[src/rtl/unpacker_right.sv]
// Wide-to-narrow unpacker: 2-entry wide-word buffer, emits OUT_WIDTH slices LSB first.
// Slice order mirrors the right-shift packer so the pair round-trips a word unchanged.
module unpacker_right #(
    parameter int IN_WIDTH  = 128,
    parameter int OUT_WIDTH = 64
) (
    input  logic                 clk,
    input  logic                 rst_n,
    input  logic                 Reset,
    input  logic                 Packed_EnWr,
    output logic                 Packed_RdyWr,
    input  logic [IN_WIDTH-1:0]  Packed_DatWr,
    output logic                 Unpacked_RdyRd,
    input  logic                 Unpacked_EnRd,
    output logic [OUT_WIDTH-1:0] Unpacked_DatRd,
    output logic                 Unpacked_Last,
    output logic                 Err_Overflow
);
    localparam int NUM_SLICE = IN_WIDTH / OUT_WIDTH;
    localparam int IDX_W     = (NUM_SLICE > 1) ? $clog2(NUM_SLICE) : 1;
    localparam logic [IDX_W-1:0] LAST_IDX = IDX_W'(NUM_SLICE - 1);

    typedef logic [NUM_SLICE-1:0][OUT_WIDTH-1:0] slices_t;

    logic [IN_WIDTH-1:0] mem [2];
    logic                wr_ptr, rd_ptr;
    logic [1:0]          cnt;
    logic [IDX_W-1:0]    idx;
    logic                err;

    logic    wr_acc, rd_acc, pop, at_last;
    slices_t cur;

    assign Packed_RdyWr   = (cnt < 2'd2);
    assign Unpacked_RdyRd = (cnt != 2'd0);
    assign at_last        = (idx == LAST_IDX);
    assign wr_acc         = Packed_EnWr & Packed_RdyWr;
    assign rd_acc         = Unpacked_EnRd & Unpacked_RdyRd;
    assign pop            = rd_acc & at_last;

    // View the head word as an array of slices; slice 0 is the LSB end.
    assign cur            = slices_t'(mem[rd_ptr]);
    assign Unpacked_DatRd = cur[idx];
    assign Unpacked_Last  = Unpacked_RdyRd & at_last;
    assign Err_Overflow   = err;

    always_ff @(posedge clk or negedge rst_n) begin
        if (!rst_n) begin
            mem[0] <= '0;
            mem[1] <= '0;
            wr_ptr <= 1'b0;
            rd_ptr <= 1'b0;
            cnt    <= 2'd0;
            idx    <= '0;
            err    <= 1'b0;
        end else if (Reset) begin
            // Flush control state only; stale data is hidden behind cnt==0.
            wr_ptr <= 1'b0;
            rd_ptr <= 1'b0;
            cnt    <= 2'd0;
            idx    <= '0;
            err    <= 1'b0;
        end else begin
            if (wr_acc) begin
                mem[wr_ptr] <= Packed_DatWr;
                wr_ptr      <= ~wr_ptr;
            end
            if (Packed_EnWr && !Packed_RdyWr)
                err <= 1'b1;
            if (rd_acc) begin
                if (at_last) begin
                    idx    <= '0;
                    rd_ptr <= ~rd_ptr;
                end else begin
                    idx <= idx + 1'b1;
                end
            end
            case ({wr_acc, pop})
                2'b10:   cnt <= cnt + 2'd1;
                2'b01:   cnt <= cnt - 2'd1;
                default: cnt <= cnt;
            endcase
        end
    end
endmodule
[config.mk]
export PLATFORM = sky130hd
export DESIGN_NAME = unpacker_right
export DESIGN_NICKNAME = d
export VERILOG_FILES = /design/src/rtl/unpacker_right.sv
export SDC_FILE = /design/constraint.sdc
export NUM_CORES = 1
export LEC_CHECK = 0
export CAP_MARGIN = 10
export CORE_UTILIZATION = 40
export DETAILED_ROUTE_END_ITERATION = 8
export SKIP_LAST_GASP = 1
export SLEW_MARGIN = 30
export SYNTH_ARGS = -nofsm -noshare
export SYNTH_HDL_FRONTEND = slang
export SYNTH_SLANG_ARGS = --single-unit
[constraint.sdc]
create_clock -name clk -period 2.4 [get_ports clk]
set_input_delay 0.6 -clock clk [delete_from_list [all_inputs] [get_ports clk]]
set_output_delay 0.6 -clock clk [all_outputs]
set_load 0.1 [all_outputs]
### After elaboration in Yosys (flattened, before gate mapping)

Index checks and enable logic that the tools add are counted.

| operators by class | value |
|---|---|
| add/subtract/negate cells | 3 |
| $mul | 0 |
| div/mod/pow operators | 0 |
| $lt $le $gt $ge | 5 |
| equal/unequal tests | 2 |
| shift-type cells | 0 |
| muxes and demuxes | 20 |
| bitwise operators | 9 |
| reductions and logical operators | 11 |

Operators with widths:

| cell | number |
|---|---|
| $mux 128 | 4 |
| $bwmux 256 | 1 |
| $demux 128 s1 | 1 |
| $mux 64 | 2 |
| $mux 1 | 10 |
| $reduce_bool 2->1 | 5 |
| $and 1x1->1 | 4 |
| $ge 2x2->1 const B | 2 |
| $not 1->2 | 2 |
| $pmux 2 s2 | 1 |
| $reduce_and 2->1 | 2 |
| $not 1->1 | 3 |
| $reduce_bool 3->1 | 1 |
| $add 2x1->2 const B | 1 |
| $eq 2x1->1 const B | 1 |
| $eq 2x2->1 const B | 1 |
| $logic_and 1x1->1 | 2 |
| $lt 1x2->1 const B | 1 |
| $lt 2x1->1 const B | 1 |
| $lt 2x2->1 const B | 1 |
| $mux 2 | 1 |
| $sub 2x1->2 const B | 1 |
| $add 1x1->1 const B | 1 |
| $logic_not 1->1 | 1 |

| word-level totals | value |
|---|---|
| register bits after elaboration | 262 |
| latch bits | 0 |
| memory bits (writable) | 0 |
| memory bits (read-only) | 0 |
| bits of input ports | 133 |
| output and inout port bits | 68 |
| logic and storage cells | 57 |
| memories kept | 0 |

### Logic depth before layout (Yosys ltp)

Gate-level depths: netlist of the first run.

| logic depth | value |
|---|---|
| depth in word-level cells | 6 |
| depth in mapped cells | 6 |
| gate-level depth less buffers | 3 |

### Least setup slack after synthesis of the first run

No wires, ideal clock.

| timing | value |
|---|---|
| path type | flip-flop to output port |
| from | reg cnt[1] |
| to | out Unpacked_Last |
| arrival time | 1.712 ns |
| required time | 1.800 ns |
| setup slack | 0.088 ns |
| cell stages (with the launch flop) | 4 |
| path buffers | 1 |
| path through | dfrtp_1 buf_6 or2_2 and2_1 |

| on the way | value |
|---|---|
| word-level cells in the longest chain between the ends | 2 |

Ends and longest elaborated chain:

| element | RTL line | RTL |
|---|---|---|
| start, declared | 27 | `logic [1:0] cnt;` |
| start signal, assigned | 79 | `2'b10: cnt <= cnt + 2'd1;` |
| start signal, assigned | 80 | `2'b01: cnt <= cnt - 2'd1;` |
| start signal, assigned | 81 | `default: cnt <= cnt;` |
| $reduce_bool 2->1 | 35 | `assign Unpacked_RdyRd = (cnt != 2'd0);` |
| named net Unpacked_RdyRd | 13 | `output logic Unpacked_RdyRd,` |
| $and 1x1->1 | 44 | `assign Unpacked_Last = Unpacked_RdyRd & at_last;` |
| end, declared | 16 | `output logic Unpacked_Last,` |

The timed path passes the listed nets, and every way through them passes these cells.

### Worst setup path after layout of the first run

| timing | value |
|---|---|
| from | reg rd_ptr |
| to | out Unpacked_DatRd[59] |

| on the way | value |
|---|---|
| word-level cells in the longest chain between the ends | 6 |

Ends and longest elaborated chain:

| element | RTL line | RTL |
|---|---|---|
| start, declared | 26 | `logic wr_ptr, rd_ptr;` |
| start signal, assigned | 73 | `rd_ptr <= ~rd_ptr;` |
| $not 1->2 (implied by the code) | 42 | `assign cur = slices_t'(mem[rd_ptr]);` |
| $mux 128 (implied by the code) (3 in series) | 42 |  |
| $mux 64 (implied by the code) (2 in series) | 43 | `assign Unpacked_DatRd = cur[idx];` |
| end, declared | 15 | `output logic [OUT_WIDTH-1:0] Unpacked_DatRd,` |

Every way passes these cells. The select of a mux whose other input is x is not followed.

==> results.yml, run 1 <==
die:
  initial_utilization_pct: 41.1
  core_area_um2: 28900
  die-area_um2: 30400
  die_y_um: 174
  rows: 62
  fp.dieW_um: 174
  io_pins: 201
worst_setup_path:
  reg2reg_slack_ns: 0.55
  crit_path_frequent_cell: "buf_12"
  cpPeakStageDelay_ns: 0.56
  cp-endpoint: "Unpacked_DatRd[59]"
  critPathMaxFanout: 6
  crit_type: "flop to primary output"
  worstPathCellList: "buf_12 -> buf_12 -> mux4_2 -> buf_12"
  start_kind: "flop"
  cp_slowest_cell: "mux4_2"
  rr_worst_depth: 5
  cp.required_ns: 1.80
  cp-startpoint: "rd_ptr"
  cp.arrival_ns: 2.08
  critPathCaptureType: "primary output"
  r2r_end: "mem[5]"
  rr_startpoint: "cnt[1]"
synth:
  yosysUniqueCellTypes: 30
  syn_nets: 785
  ys_seq_area_share_pct: 55.2
  netlist_area_um2: 11900
  ys_warn_count: 0
  ys_ff_latch: 262
  synthCells: 652
  synth_area_per_cell_um2: 18.2
  synthFlopType: "dfrtp_1"
  postSynth.asyncResetShare_pct: 100
  synth_edf_count: 0
sta:
  max_slew_margin_pct: 72.9
  finalSetupViolCount: 64
  fin_crit_sh_pct: 112
  final.min_clock_period_ns: 2.68
  whs_ns: 0.487
  setup-tns-final_ns: -15.27
  drv_slew: 0
  fmax_mhz: 374
  worst_pin_slew_ns: 0.406
  skew_ns: 0.00919
  rsz0062_at_grt: "yes"
  hold_viol_final: 0
  setup_ws_ns: -0.276
job:
  maxCapViolations: 0
global_routing:
  grt_usage_pct: 18.1
  grt_pass1_wl_mm: 43.3
  first_global_vias: 7640
  grt_overflow: 0
  grt_max_degree: 77
  antenna_found_initial: 0
cells_and_area:
  syn_to_final_growth_pct: 38.0
  n_antenna_cell: 0
  layout-drive-gt1-share_pct: 53.3
  final_nets: 1022
placed_design:
  gp_congestion: 0.767
  portBuffers: 200
  dp_hpwl_mm: 17.9
drt:
  drc_errors: 0
  wl_per_cell_um: 20.7
  wirelength_mm: 26.8
  drt.antenna.violating_nets: 0
  vias_per_cell: 5.10
  drt_iter0_markers: 334
  vias: 6605
  drt_pass1_iterations: 4
clocking:
  cts_tree: "yes"
  insertion_delay_ns: 0.54
  path_clk_slew_ns: 0.06
  h-tree-depth: 1
  cts_inserted_buffers: 29
  clockRootBuffer: "clkbuf_16"
  cts.sinks: 262
  clockBufferDepth: 3
worst_hold_path:
  hold_path.class: "flop to flop"
power_and_ir_drop:
  peakVddDrop_uv: 874
  p_leak_nw: 6.82
  power_density_nw_per_um2: 1260
status:
  violations: "setup timing"
  status: "finished, violations left"
logic make-up (layout without fill, tap and decap cells):
logic type             Yosys count  count (layout)  share of synthesized area [%]
AO/OA/AOI/OAI                    7               7                          0.411
XOR/XNOR                         3               3                          0.221
buffers and inverters           46             306                           3.81
flip-flops                     262             262                           55.2
multiplexers                   320             320                           39.6
AND/OR/NAND/NOR                 14              14                          0.801
layout make-up:
type / instances / area (µm²)
clock buffer: 34 / 785
clock inverter: 20 / 235
fill: 2214 / 12500
inverter: 1 / 3.75
multi-input combinational: 344 / 4880
sequential: 262 / 6560
tap: 384 / 480
timing repair buffer: 251 / 3450
Yosys cell counts (2+ instances only):
cell / n / share of area (%)
buf_4: 13 / 0.82
mux4_2: 64 / 12
buf_2: 12 / 0.51
buf_6: 2 / 0.19
mux2_2: 144 / 14
xor2_1: 2 / 0.15
clkbuf_1: 5 / 0.16
mux2_4: 100 / 13
buf_12: 11 / 1.9
mux2_1: 12 / 1.1
dfrtp_1: 262 / 55
nor2_1: 6 / 0.19
buf_8: 2 / 0.25
layout by cell type, fill, tap and decap left out, drive strengths merged, types with 2 or more instances in the layout:
cell	count
bufinv	5
nor2	6
buf	115
mux4	64
xor2	2
mux2	256
inv	2
clkbuf	38
clkinv	13
dfrtp	262
clkdlybuf4s50	131
stage by stage:
| stage | power, W | cells | cell area (µm²) | setup WS [ns] | utilization [%] |
|---|---|---|---|---|---|
| after detailed placement | 0.0161 | 1228 | 15000 | -0.0184 | 52.0 |
| after floorplan | 0.0130 | 652 | 11900 | 0.0877 | - |
| after global placement | 0.0158 | 1228 | 15000 | -0.00772 | 52.0 |
| after CTS | 0.0209 | 1291 | 16300 | -0.314 | 56.2 |
| after global routing | 0.0216 | 1296 | 16400 | -0.328 | 56.7 |
| final | 0.0207 | 1296 | 16400 | -0.276 | 56.7 |
flip-flops by register name (all words and copies together), names as in the netlist:
| signal | cells |
|---|---|
| Err_Overflow | 1 |
| at_last | 1 |
| cnt | 2 |
| mem | 256 |
| rd_ptr | 1 |
| wr_ptr | 1 |
worst max-delay path, delay by kind of cell, from the launching register on:
kind                   cells  cell delay, ns
flip-flops                 1            0.46
buffers and inverters      3            0.49
multiplexers               1            0.56
per-layer routing:
layer / up-vias / track usage [%] / share of wire [%]
met5: - / 0 / 0
met4: 0 / 3.69 / 1.7
met3: 30 / 4.59 / 6.0
met2: 168 / 29.0 / 47
met1: 3499 / 24.8 / 45
li1: 2908 / - / -
report_power, final:
group | total, W | internal (W) | switching [W]
sequential | 0.00695 | 0.00608 | 0.000874
combinational | 0.00909 | 0.00426 | 0.00483
clock | 0.00467 | 0.00287 | 0.00180
total | 0.0207 | 0.0132 | 0.00751
repair_timing:
item,CTS,global route
resized for setup,17,3
hold endpoints to repair,31,0
buffers inserted,5,1
hold buffers,1,0
cloned,4,4
endpoints found under the setup margin,64,64
how the worst min path moves through the flow:
| stage | startpoint | cells past startpoint | endpoint | slack (ns) |
|---|---|---|---|---|
| after floorplan | rst_n | 0 | Err_Overflow | 0.30 |
| after global placement | mem[123] | 1 | mem[123] | 0.46 |
| after detailed placement | mem[108] | 1 | mem[108] | 0.47 |
| after CTS | mem[108] | 1 | mem[108] | 0.49 |
| after global routing | mem[109] | 1 | mem[109] | 0.50 |
| final | mem[108] | 1 | mem[108] | 0.49 |
Note: power is estimated with default switching activity, not from simulation.
==> inputs of run 2 (changes only) <==
--- a/config.mk
+++ b/config.mk
@@ -8,6 +8,8 @@
 export CAP_MARGIN = 10
 export CORE_UTILIZATION = 40
 export DETAILED_ROUTE_END_ITERATION = 8
+export MAX_ROUTING_LAYER = met4
+export REMOVE_ABC_BUFFERS = 1
 export SKIP_LAST_GASP = 1
 export SLEW_MARGIN = 30
 export SYNTH_ARGS = -nofsm -noshare
==> run 2 against run 1 <==
The flow still finishes with violations (setup timing). Clock skew decreased by 0.0043 ns. Routed wire length is 2.3% lower. Count of clock-buffer cells in the layout grew 9. Hold slack lost 0.0050 ns. Register-to-register slack worse by 0.03 ns. Die area is the same. Sequential power about the same. Maximum frequency down 0.12%. Clock power down 9.6%. Design area decreased by 2.1%. Utilization fell by 1.2 points. Critical path type unchanged.
==> results.yml, run 2 (synthesis results as in run 1) <==
drt:
  vias_per_cell: 5.12
  wl_per_cell_um: 20.4
  top_layer_used: "met4"
  drt.antenna.violating_nets: 0
  drc_errors: 0
  drt_pass1_iterations: 4
  wl_met3_mm: 1.34
  met2_length_mm: 12.9
  wirelength_mm: 26.2
  drt_iter0_markers: 259
  met1_length_mm: 11.6
  vias: 6571
worst_hold_path:
  hold_start: "mem[107]"
  holdPathStages: 1
  hold_end: "mem[107]"
  hold_path.class: "flop to flop"
global_routing:
  grt_usage_pct: 18.4
  grt_overflow: 0
  antenna_found_initial: 1
  first_global_vias: 7595
  grt_max_degree: 59
  grt_pass1_wl_mm: 43.1
die:
  die-area_um2: 30400
  die_y_um: 174
  fp.dieW_um: 174
  core_area_um2: 28900
  io_pins: 201
  initial_utilization_pct: 41.1
  rows: 62
sta:
  max_slew_margin_pct: 69.7
  worst_pin_slew_ns: 0.454
  fmax_mhz: 373
  setup_ws_ns: -0.280
  finalSetupViolCount: 64
  final.min_clock_period_ns: 2.68
  fin_crit_sh_pct: 112
  drv_slew: 0
  hold_viol_final: 0
  setup-tns-final_ns: -14.31
  skew_ns: 0.00487
  rsz0062_at_grt: "yes"
  whs_ns: 0.482
worst_setup_path:
  rr_worst_depth: 4
  critPathMaxFanout: 4
  cp.arrival_ns: 2.08
  rr_startpoint: "cnt[1]"
  start_kind: "flop"
  reg2reg_slack_ns: 0.52
  cp.required_ns: 1.80
  r2r_end: "mem[0]"
  crit_type: "flop to primary output"
  critPathCaptureType: "primary output"
power_and_ir_drop:
  power.share.switching_pct: 36.7
  seqPwrFrac_pct: 34.4
  p_clk_share_pct: 20.8
  combPwrFrac_pct: 44.8
  p_sw_w: 0.00742
  power.internal_w: 0.0128
  power_density_nw_per_um2: 1260
  peakVddDrop_uv: 819
  p_leak_nw: 6.67
placed_design:
  dp_hpwl_mm: 18.2
  portBuffers: 200
  gp_congestion: 0.763
cells_and_area:
  final_nets: 1015
  regMostFlops: "mem"
  layout-drive-gt1-share_pct: 51.9
  final_cell_mix: "260 x dfrtp_1, 144 x mux2_2, 131 x clkdlybuf4s50_1"
  layout_commonest_cell: "dfrtp_1"
  reg_top3: "mem: 256 flops, cnt: 2 flops"
  largest_register_ffs: 256
  fillCellCount: 2205
  syn_to_final_growth_pct: 35.1
clocking:
  h-tree-depth: 1
  insertion_delay_ns: 0.53
  cts_tree: "yes"
  path_clk_slew_ns: 0.06
  cts.sinks: 262
  clockBufferDepth: 3
  cts_inserted_buffers: 29
  clockRootBuffer: "clkbuf_16"
status:
  violations: "setup timing"
  status: "finished, violations left"
job:
  maxCapViolations: 0
-- run 2: cell types whose count changed in the layout (fill, tap and decap cells not counted), moves of 2 or more --
cell	before	now
buf_4	21	26
clkinv_2	12	4
clkbuf_16	33	29
buf_12	85	83
buf_16	4	1
bufinv_16	5	1
buf_6	4	0
clkbuf_1	1	7
clkbuf_8	4	7
-- run 2: metal layers --
metal / global-route usage [%] / up-vias
met3: 3.89 / 33
met1: 24.4 / 3489
met4: 3.65 / 0
li1: - / 2887
met5: - / -
met2: 29.2 / 162
-- run 2: stage by stage --
step	power (W)	cells	utilization, %	instance area [µm²]	worst slack, ns
finish	0.0202	1284	55.5	16100	-0.280
global route	0.0211	1284	55.5	16100	-0.347
CTS	0.0205	1282	55.4	16000	-0.309
detailed placement	0.0162	1229	52.1	15100	-0.115
global placement	0.0158	1229	52.1	15100	-0.0500
floorplan	0.0130	607	-	11400	-3.89
-- run 2: layout make-up --
cell class                      instances  area, µm²  share of cell area, %
Sequential cell                       262       6560                   40.9
Multi-Input combinational cell        344       4880                   30.4
Timing Repair Buffer                  244       3230                   20.1
Clock buffer                           43        848                   5.29
Tap cell                              384        480                   2.99
Clock inverter                          5       50.0                  0.312
Inverter                                1       3.75                 0.0234
Antenna cell                            1       2.50                 0.0156
-- run 2: power by group through the flow --
| stage | clock network (W) | registers [W] | logic, W |
|---|---|---|---|
| after floorplan | 0 | 0.00674 | 0.00624 |
| after global placement | 0 | 0.00685 | 0.00895 |
| after detailed placement | 0 | 0.00704 | 0.00912 |
| after CTS | 0.00433 | 0.00699 | 0.00916 |
| after global routing | 0.00451 | 0.00718 | 0.00940 |
| final | 0.00422 | 0.00697 | 0.00907 |
-- run 2: what timing repair did --
action | 4_1_cts | 5_1_grt
hold endpoints to repair | 26 | 0
gates resized for setup | 1 | 3
hold buffers | 1 | 0
buffers inserted | 6 | 1
endpoints found under the setup margin | 64 | 64
-- run 2: worst max path at each step --
stage | start | endpoint | slack (ns)
2_1_floorplan | Packed_EnWr | mem[128] | -3.89
3_3_place_gp | Packed_EnWr | mem[0] | -0.05
3_5_place_dp | Packed_EnWr | mem[0] | -0.11
4_1_cts | rd_ptr | Unpacked_DatRd[13] | -0.31
5_1_grt | rd_ptr | Unpacked_DatRd[11] | -0.35
6_report | rd_ptr | Unpacked_DatRd[17] | -0.28
-- run 2: critical path, stage by stage, from the launching register on --
cell and delay [ns]:
dfrtp_4 0.44, buf_2 0.20, buf_4 0.16, mux4_2 0.55
buf_12 0.19
==> inputs of run 3 (changes only) <==
--- a/config.mk
+++ b/config.mk
@@ -5,7 +5,7 @@
 export SDC_FILE = /design/constraint.sdc
 export NUM_CORES = 1
 export LEC_CHECK = 0
-export CAP_MARGIN = 10
+export CORE_MARGIN = 4
 export CORE_UTILIZATION = 40
 export DETAILED_ROUTE_END_ITERATION = 8
 export MAX_ROUTING_LAYER = met4
==> run 3 against run 2 <==
The flow still finishes with violations (setup timing). Non-clock buffer count increased by 5. Clock power decreased by 2%. Clock skew increased by 0.0033 ns. Flip-flop and latch count unchanged. First-iteration DRC count increased by 3.5%. Routed wire length increased by 3.9%. Critical path depth unchanged. Via count increased by 0.43%. Design area increased by 1.2%.
==> results.yml, run 3 (synthesis results as in run 1) <==
status:
  status: "finished, violations left"
  violations: "setup timing"
worst_setup_path:
  cp.required_ns: 1.80
  cp_slowest_cell: "mux4_2"
  crit_family: "multiplexers"
  critPathCaptureType: "primary output"
  crit_path_frequent_cell: "buf_12"
  start_kind: "flop"
  r2r_end: "mem[109]"
  critPathMaxFanout: 8
  rr_startpoint: "cnt[1]"
  crit_type: "flop to primary output"
  worstPathCellList: "buf_12 -> clkbuf_16 -> mux4_2 -> buf_12"
  cp.arrival_ns: 2.05
  cpPeakStageDelay_ns: 0.54
  critPathBufInv: 3
  rr_worst_depth: 5
  reg2reg_slack_ns: 0.54
drt:
  vias: 6599
  drc_errors: 0
  drt_iter0_markers: 268
  drt_pass1_iterations: 5
  drt.antenna.violating_nets: 0
  wirelength_mm: 27.2
  wl_per_cell_um: 21.1
  vias_per_cell: 5.11
placed_design:
  place_area_um2: 15100
  portBuffers: 200
  gp_congestion: 0.802
  dp_hpwl_mm: 18.5
sta:
  max_slew_margin_pct: 71.0
  rsz0062_at_grt: "yes"
  drv_slew: 0
  fin_crit_sh_pct: 110
  final.min_clock_period_ns: 2.65
  finalSetupViolCount: 64
  setup_ws_ns: -0.251
  worst_pin_slew_ns: 0.435
  skew_ns: 0.00816
  fmax_mhz: 377
  hold_viol_final: 0
clocking:
  cts.sinks: 262
  insertion_delay_ns: 0.53
  cts_tree: "yes"
  h-tree-depth: 1
  clockBufferDepth: 3
  path_clk_slew_ns: 0.06
  cts_inserted_buffers: 29
  clockRootBuffer: "clkbuf_16"
worst_hold_path:
  holdPathStages: 1
  hold_path.class: "flop to flop"
  hold_start: "mem[111]"
  hold_end: "mem[111]"
cells_and_area:
  layout_commonest_cell: "dfrtp_1"
  fin_util_pct: 56.0
  final_nets: 1020
  final_cell_mix: "260 x dfrtp_1, 144 x mux2_2, 131 x clkdlybuf4s50_1"
  syn_to_final_growth_pct: 36.7
  regMostFlops: "mem"
  layout-drive-gt1-share_pct: 52.0
  reg_top3: "mem: 256 flops, cnt: 2 flops"
  design_area_um2: 16200
  largest_register_ffs: 256
die:
  rows: 62
  die_y_um: 180
  fp.dieW_um: 180
  die-area_um2: 32500
  initial_utilization_pct: 40.9
  io_pins: 201
  core_area_um2: 29000
power_and_ir_drop:
  peakVddDrop_uv: 805
  p_leak_nw: 6.74
  power_density_nw_per_um2: 1240
global_routing:
  grt_usage_pct: 16.8
  grt_overflow: 0
  first_global_vias: 7724
  antenna_found_initial: 2
  grt_pass1_wl_mm: 43.4
  grt_max_degree: 85
job:
  maxCapViolations: 0
==> run 3: power breakdown <==
part	switching [W]	total, W	internal (W)
registers	0.000872	0.00695	0.00608
logic	0.00485	0.00912	0.00427
clock network	0.00168	0.00415	0.00246
==> run 3: area by class of cell <==
| class | instances | area [µm²] |
|---|---|---|
| diodes | 2 | 5.00 |
| clock buffers | 43 | 828 |
| clock inverters | 6 | 55.1 |
| fillers | 2277 | 12800 |
| inverters | 1 | 3.75 |
| multi-input cells | 344 | 4880 |
| flip-flops and latches | 262 | 6560 |
| well taps | 384 | 480 |
| repair buffers | 249 | 3430 |
==> run 3: worst max path at each step <==
| stage | startpoint | endpoint | slack (ns) | cells past startpoint |
|---|---|---|---|---|
| floorplan | Packed_EnWr | mem[128] | -3.89 | 3 |
| global placement | Packed_EnWr | mem[109] | -0.01 | 6 |
| detailed placement | Packed_EnWr | mem[109] | -0.05 | 6 |
| CTS | rd_ptr | Unpacked_DatRd[57] | -0.32 | 3 |
| global route | rd_ptr | Unpacked_DatRd[63] | -0.32 | 4 |
| finish | rd_ptr | Unpacked_DatRd[63] | -0.25 | 4 |
==> run 3: metal layers <==
| metal | GRT usage [%] | part of all wire [%] |
|---|---|---|
| met5 | - | 0 |
| met4 | 3.27 | 1.7 |
| met3 | 4.00 | 5.5 |
| met2 | 26.9 | 49 |
| met1 | 22.4 | 44 |
==> run 3: per-stage QoR <==
stage / hold slack, ns / power (W) / setup TNS, ns / std cells / worst slack (ns)
floorplan: 0.304 / 0.0130 / -1064.42 / 607 / -3.89
CTS: 0.489 / 0.0204 / -18.47 / 1281 / -0.322
detailed placement: 0.475 / 0.0162 / -0.384 / 1230 / -0.0468
finish: 0.487 / 0.0202 / -14.45 / 1291 / -0.251
global route: 0.511 / 0.0211 / -18.46 / 1291 / -0.317
global placement: 0.462 / 0.0159 / -0.0145 / 1230 / -0.0145
==> run 3: what timing repair did <==
item / CTS / global route
gates cloned: 1 / 5
hold endpoints to repair: 40 / 0
endpoints found under the setup margin: 64 / 65
hold buffers: 1 / 0
setup buffers: 0 / 3
gates resized for setup: 2 / 1
